File: config.mk
export PLATFORM = sky130hd
export DESIGN_NAME = mem2_pipe_ctrl
export DESIGN_NICKNAME = d
export VERILOG_FILES = /design/src/rtl/mem2_pipe_ctrl.sv
export SDC_FILE = /design/constraint.sdc
export NUM_CORES = 1
export LEC_CHECK = 0
export ABC_AREA = 1
export CORE_AREA = 4 4 75 77
export CTS_BUF_LIST = sky130_fd_sc_hd__clkbuf_4
export DETAILED_ROUTE_END_ITERATION = 7
export DIE_AREA = 0 0 79 81
export PLACE_DENSITY = 0.84
export SLEW_MARGIN = 20
export SYNTH_ARGS = -nofsm -noshare
export SYNTH_HDL_FRONTEND = slang
export SYNTH_SLANG_ARGS = --single-unit
File: constraint.sdc
create_clock -name clk -period 1.9 [get_ports clk]
set_input_delay 0.38 -clock clk [delete_from_list [all_inputs] [get_ports clk]]
set_output_delay 0.38 -clock clk [all_outputs]
set_load 0.03 [all_outputs]
File: src/rtl/mem2_pipe_ctrl.sv
// -----------------------------------------------------------------------------
// mem2_pipe_ctrl
//
// Controls the MEM -> MEM2 pipeline boundary around data-cache accesses.
// The controller issues the DCache request for the load/store sitting in MEM.
// It holds MEM and all upstream stages until the cache returns data or a
// write ack. While MEM is held, MEM2 is fed bubbles.
// An exception commit from MEM2 kills the in-flight access. If the cache has
// already accepted that access, the controller parks in DRAIN until the
// orphaned response arrives. This keeps a late DataOk from being credited to
// the next instruction.
// A saturating counter records the total number of stall cycles.
//
// Ports
//   clk              rising-edge clock
//   rst              asynchronous, active-low reset
//   MEM_MemReq       valid load/store in MEM needs a DCache access
//   MEM_IsWrite      MEM access is a store (stable while stalled)
//   MEM_Exc          MEM instruction carries an exception; suppresses access
//   Exc_Commit       exception/eret committing in MEM2; kills MEM and younger
//   DCache_ReqReady  DCache accepts the request this cycle
//   DCache_DataOk    read data / write ack returned
//   Cnt_Clear        synchronous clear of Stall_Cnt
//   DCache_Req       request valid to DCache
//   DCache_Wr        request is a write
//   MEM_Wr/MEM_Flush     MEM register write enable / flush
//   MEM2_Wr/MEM2_Flush   MEM2 register write enable / flush (flush wins)
//   Stall_Up         hold IF/ID/EXE registers
//   Ctrl_State       current state (debug): IDLE=0 REQ=1 WAIT=2 DRAIN=3
//   Stall_Cnt        saturating count of stall cycles since reset/clear
// -----------------------------------------------------------------------------
module mem2_pipe_ctrl #(
  parameter int CNT_W = 32
) (
  input  logic             clk,
  input  logic             rst,
  input  logic             MEM_MemReq,
  input  logic             MEM_IsWrite,
  input  logic             MEM_Exc,
  input  logic             Exc_Commit,
  input  logic             DCache_ReqReady,
  input  logic             DCache_DataOk,
  input  logic             Cnt_Clear,
  output logic             DCache_Req,
  output logic             DCache_Wr,
  output logic             MEM_Wr,
  output logic             MEM_Flush,
  output logic             MEM2_Wr,
  output logic             MEM2_Flush,
  output logic             Stall_Up,
  output logic [1:0]       Ctrl_State,
  output logic [CNT_W-1:0] Stall_Cnt
);

  typedef enum logic [1:0] {
    S_IDLE  = 2'd0,
    S_REQ   = 2'd1,
    S_WAIT  = 2'd2,
    S_DRAIN = 2'd3
  } state_t;

  state_t state;
  logic   start;
  logic   stall;
  logic   req;

  // NOTE: every signal gets a value at the top of always_comb, so no path
  // through the block can leave one unassigned and infer a latch.
  always_comb begin
    start = 1'b0;
    req   = 1'b0;
    stall = 1'b0;
    start = MEM_MemReq & ~MEM_Exc & ~Exc_Commit;
    req   = ((state == S_IDLE) & start) | ((state == S_REQ) & ~Exc_Commit);
    // The completion cycle (WAIT with DataOk) is not a stall. The instruction
    // moves into MEM2 on that edge.
    stall = ((state == S_IDLE) & start)
          | (state == S_REQ)
          | ((state == S_WAIT) & ~DCache_DataOk)
          | (state == S_DRAIN);
  end

  // NOTE: the pipeline controls are combinational, so they are masked with
  // rst explicitly. Register reset alone would leave MEM_Wr/MEM2_Wr high
  // while the core is held in reset.
  assign DCache_Req = rst & req;
  assign DCache_Wr  = rst & MEM_IsWrite;
  assign MEM_Wr     = rst & ~stall;
  assign MEM2_Wr    = rst & ~stall;
  assign MEM_Flush  = rst & Exc_Commit;
  // A bubble enters MEM2 while MEM is held, so the held instruction never
  // commits twice.
  assign MEM2_Flush = rst & (stall | Exc_Commit);
  // The redirect fetched after an exception must be allowed to advance.
  assign Stall_Up   = rst & stall & ~Exc_Commit;
  assign Ctrl_State = state;

  // NOTE: state registers use non-blocking assignments, so every flop samples
  // pre-edge values no matter which order the blocks evaluate in.
  always_ff @(posedge clk or negedge rst) begin
    if (!rst) begin
      state <= S_IDLE;
    end else begin
      case (state)
        S_IDLE: begin
          if (start) state <= DCache_ReqReady ? S_WAIT : S_REQ;
        end
        S_REQ: begin
          // If the cache accepted the request in the same cycle as the
          // commit, the response still arrives later and has to be drained.
          if (DCache_ReqReady) state <= Exc_Commit ? S_DRAIN : S_WAIT;
          else if (Exc_Commit) state <= S_IDLE;
        end
        S_WAIT: begin
          // DataOk in the commit cycle needs no drain. The flush discards
          // the response.
          if (DCache_DataOk)   state <= S_IDLE;
          else if (Exc_Commit) state <= S_DRAIN;
        end
        S_DRAIN: begin
          if (DCache_DataOk) state <= S_IDLE;
        end
        default: state <= S_IDLE;
      endcase
    end
  end

  always_ff @(posedge clk or negedge rst) begin
    if (!rst) begin
      Stall_Cnt <= '0;
    end else if (Cnt_Clear) begin
      Stall_Cnt <= '0;
    end else if (stall && (Stall_Cnt != {CNT_W{1'b1}})) begin
      Stall_Cnt <= Stall_Cnt + CNT_W'(1);
    end
  end

endmodule

# Yosys cells after proc, flatten, opt, wreduce, memory -nomap -nowiden

Cells that the tools add are included.

Flip-flop bits (word level): 34
Input bits: 9
Output and inout bits: 41
Word-level logic and storage cells: 47

Add/sub/neg operators: 1
Equality and inequality tests: 8
Mux-type cells: 11
Bitwise operators: 21
Reductions and logical operators: 4

Operators by type and width:

| kind                                          | count |
|---|---|
| two-way mux 32 bit                            | 2 |
| adder 32 x 1 -> 32 bit, second input constant | 1 |
| inequality test 32 bit, second input constant | 1 |
| two-way mux 2 bit                             | 7 |
| AND 1 bit                                     | 12 |
| case mux 2 bit (4 select lines)               | 1 |
| inequality test 3 bit, second input constant  | 2 |
| bitwise OR 1 bit                              | 5 |
| == test 2 bit, second input constant          | 2 |
| inequality test 2 bit, second input constant  | 2 |
| inverter 1 bit                                | 4 |
| AND reduction 4 bit                           | 1 |
| == test 2 x 1 -> 1 bit, second input constant | 1 |
| zero test 2 bit                               | 1 |
| nonzero test 2 bit                            | 1 |
| logical AND 1 bit                             | 1 |
| two-way mux 1 bit                             | 1 |

# Depth between registers and ports, before layout

Depth in word-level cells: 10
Gate-level depth with buffers: 12
Depth with buffers taken out: 11

# Worst setup path before layout

Ideal clock, no wire load.

Kind: register to output
Start point: reg state[1] (netlist: Ctrl_State[1])
End point: out MEM_Wr
Data arrival time: 1577 ps
Required time: 1520 ps
Path slack: -57 ps
Cell stages (with the launch flop): 7
Buffers on the path: 1
Cell sequence: dfrtp_1 -> nand2_1 -> inv_1 -> nor2_1 -> nand2_1 -> nor2_1 -> buf_4

Longest elaborated chain between the ends: 7
Elaborated cells between the ends (all ways): 11
Those cells by class: 3 x eq/ne; 7 x bitwise; 1 x reduce/logical

RTL lines:

| what                     | RTL line | RTL |
|---|---|---|
| start: declaration       | 62       | `state_t state;` |
| start signal: assignment | 106      | `if (start) state <= DCache_ReqReady ? S_WAIT : S_REQ;` |
| start signal: assignment | 111      | `if (DCache_ReqReady) state <= Exc_Commit ? S_DRAIN : S_WAIT;` |
| zero test 2 bit          | 77       | `stall = ((state == S_IDLE) & start)` |
| AND 1 bit                | 77       |  |
| bitwise OR 1 bit         | 78       | `\| (state == S_REQ)` |
| bitwise OR 1 bit         | 79       | `\| ((state == S_WAIT) & ~DCache_DataOk)` |
| bitwise OR 1 bit (*)     | 80       | `\| (state == S_DRAIN);` |
| inverter 1 bit (*)       | n/a      |  |
| AND 1 bit (*)            | n/a      |  |
| end: declaration         | 46       | `output logic MEM_Wr,` |

Every way passes the cells marked *; elsewhere a longest branch is shown, timed or not.

# Worst setup path after layout

Start point: reg state[1] (netlist: Ctrl_State[1])
End point: out Stall_Up

Longest elaborated chain between the ends: 7
Elaborated cells between the ends (all ways): 11
Those cells by class: 3 x eq/ne; 7 x bitwise; 1 x reduce/logical

RTL lines:

| what                       | RTL line | RTL |
|---|---|---|
| zero test 2 bit            | 77       |  |
| AND 1 bit                  | 77       |  |
| bitwise OR 1 bit           | 78       |  |
| bitwise OR 1 bit           | 79       |  |
| bitwise OR 1 bit (*)       | 80       |  |
| AND 1 bit (*) (2 in a row) | 95       | `assign Stall_Up = rst & stall & ~Exc_Commit;` |
| end: declaration           | 50       | `output logic Stall_Up,` |

Marks and branches as above.

==> summary.txt <==
CTS
  • Worst skew pair latency: 350 ps
  • Clk slew on worst S/H paths: 110 ps
  • H-tree depth: 2
  • Clk sink count: 34
  • CTS root buffer: clkbuf_4
  • TritonCTS clock tree: built
  • Clk buf depth: 2
  • Inserted Clock Buffers: 5

Worst setup path
  • Sequence of cells on the critical path: nor2_2 > nand4_1 > nand2_2 > nand2_2 > nor2_2 > buf_6
  • Critical path launch point type: flip-flop
  • CP endpoint kind: output port
  • CP Buf/Inv Count: 1
  • Critical path class: flip-flop to output port
  • Crit Path Max Fanout: 4
  • Slowest cell delay on critical path: 420 ps
  • Data arrival, critical path: 1570 ps
  • Slowest-stage cell, CP: dfrtp_1
  • Worst Path Required: 1520 ps
  • CP delay by family, top: simple AND/OR/NAND/NOR gates

Pwr
  • Internal: 0.00132 W
  • Peak VDD IR: 0.624 mV
  • Sw Pwr: 0.000908 W
  • Combinational Power Share: 43.9%
  • Sw Share: 40.8%
  • PD cells: 706 nW/µm²
  • Sequential Power Share: 36.9%
  • Clock share of power: 19.2%
  • Pleak: 1.77 nW

Routing
  • Wire per inst: 13.1 µm
  • Router iterations before antenna repair: 4
  • DRT iter0 DRCs: 178
  • Routed via count: 2648
  • WL final: 6690 µm
  • DRC violations left: 0
  • Vias per cell: 5.17
  • Detail Route Antenna Nets: 0

Yosys
  • Post-synth top area share: 35.4%
  • Yosys cell types: 29
  • Netlist Area Pre-Place: 2400 µm²
  • Mux contribution to synthesized area: 0%
  • Synth Area in Compound Gates: 6.35%
  • Yosys synthesis warning count: 0
  • Synth Register Bits: 34
  • Xor/xnor share of the synthesized area: 2.19%
  • Gate count of the mapped netlist: 381
  • Syn Nets: 391
  • Yosys top cell by area: dfrtp_1
  • Syn_area_per_cell: 6.31 µm²
  • Largest family of logic cells by synthesized area: simple AND/OR/NAND/NOR gates
  • Simple-Gate Fraction of Synth Area: 45.2%
  • Synth top area cells: dfrtp_1, nand2_1, nor2_1, inv_1, nand3_1
  • Sequential area share after synthesis: 35.4%
  • Synth Area in Adders: 0.521%

GRT
  • Initial antenna violation count: 0
  • Total global routing overflow: 0
  • First-pass GRT wire length: 11200 µm
  • Total Routing Usage GR: 21.9%
  • Largest net degree at the start of global routing: 33
  • Vias in the first global route: 2541

Placement
  • IO buf count: 49
  • Placed instance area: 2990 µm²
  • RePlAce Congestion: 0.866
  • HPWL after DPL: 4760 µm

Timing
  • Final setup fails: 2
  • Max Clock Freq: 0.513 GHz
  • Worst hold margin: 144 ps
  • Max-slew headroom: 71.0%
  • Final setup margin: -49.7 ps
  • Final Skew: 8.99 ps
  • RSZ-0062 raised after global routing: true
  • Slew @ Worst Pin: 434 ps
  • Minimum clock period after layout: 1950 ps
  • Final hold violations: 0
  • Final Slew Violations: 0
  • Fin crit share: 103%

Final layout
  • Most common cell after layout, fill and taps aside: nand2_1
  • Inserted Diodes: 0
  • Most frequent cells in the layout: nand2_1, nor2_1, inv_1
  • Final-stage net count: 452
  • Layout cells sized above 1: 12.0%
  • Post-route cell area: 3150 µm²
  • Area delta synth->final: 31.1%

Floorplanning
  • Core Area: 5010 µm²
  • Width of the chip: 79 µm
  • Die area: 6400 µm²
  • I/O pin total: 50
  • Starting density of the core: 48.0%
  • Die height: 81 µm
  • Std cell rows: 26

Job
  • Max_cap viols: 0

Status
  • Failing checks: setup timing
  • Status: finished, violations left

Hold path
  • Worst hold path class: input port to async pin
-- layout make-up --
class	count	area [µm²]
sequential	34	853
multi-input combinational	292	1340
clock buffer	7	52.6
inverter	46	178
fill	483	1860
tap	70	87.6
timing repair buffer	63	638
-- cell usage after synthesis --
master,instances
buf_2,2
a21oi_1,7
xor2_1,4
o21bai_1,1
inv_1,44
xnor2_1,2
ha_1,1
dfrtp_1,34
or2_2,1
nor2_1,54
nand2_2,1
nor2_2,4
nand4_1,15
clkinv_4,1
nand3_1,29
buf_6,1
a31oi_1,1
buf_4,1
nand2_1,148
buf_8,2
nor3_1,2
nor2_8,1
o21ai_0,9
clkinv_1,1
nand2_4,2
o21ai_1,7
a21oi_2,1
clkbuf_1,3
a22oi_1,2
-- through the flow --
stage | setup TNS [ps] | instances | util (%) | setup slack (ps) | power (W)
2_1_floorplan | 0 | 381 | - | 42.5 | 0.00140
3_3_place_gp | 0 | 501 | 59.7 | 24.3 | 0.00168
3_5_place_dp | -42.9 | 501 | 59.7 | -42.9 | 0.00170
4_1_cts | -20.3 | 512 | 61.2 | -20.3 | 0.00219
5_1_grt | -429 | 512 | 62.9 | -150 | 0.00234
6_report | -50.3 | 512 | 62.9 | -49.7 | 0.00222
-- sequential cells by signal, indices dropped and copies added, names as in the netlist --
| signal | cells |
|---|---|
| Ctrl_State | 2 |
| Stall_Cnt | 32 |
-- cells by family after synthesis --
group,Yosys count
xor+xnor,6
simple gates,257
buf+inv,55
flops,34
fa+ha+maj,1
compound gates,28
-- repair_timing --
| item | CTS | global route |
|---|---|---|
| pin swaps | 2 | 3 |
| resized for setup | 16 | 32 |
| endpoints found under the setup margin | 16 | 38 |
| cloned | 0 | 0 |
| buffers inserted | 3 | 0 |
| endpoints found under the hold margin | 2 | 0 |
| hold buffers | 1 | 0 |
-- routing by layer --
layer  global-route usage (%)  vias to the layer above  wire [µm]
li1                         -                     1315          -
met1                     26.4                     1210       2720
met2                     38.5                      108       3370
met3                     4.43                       15        495
met4                     8.59                        0        110
met5                        0                        -          0
-- power groups by stage --
stage	Combinational [W]	Sequential [W]	Clock [W]
after floorplan	0.000473	0.000927	0
after global placement	0.000842	0.000841	0
after detailed placement	0.000856	0.000843	0
after CTS	0.000930	0.000821	0.000441
after global routing	0.00105	0.000828	0.000460
final	0.000977	0.000820	0.000427
-- worst paths after layout --
check / endpoint / start / cells after the start / slack, ps
min reg2reg: Stall_Cnt[1] / Stall_Cnt[1] / 2 / 560
max in group asynchronous: Ctrl_State[1] / rst / 2 / 1300
min in group clk: Stall_Cnt[1] / Stall_Cnt[1] / 2 / 560
min: Stall_Cnt[20] / rst / 2 / 140
max reg2reg: Stall_Cnt[3] / Stall_Cnt[1] / 11 / 150
max: Stall_Up / Ctrl_State[1] / 6 / -50
(Power assumes the default switching activity.)
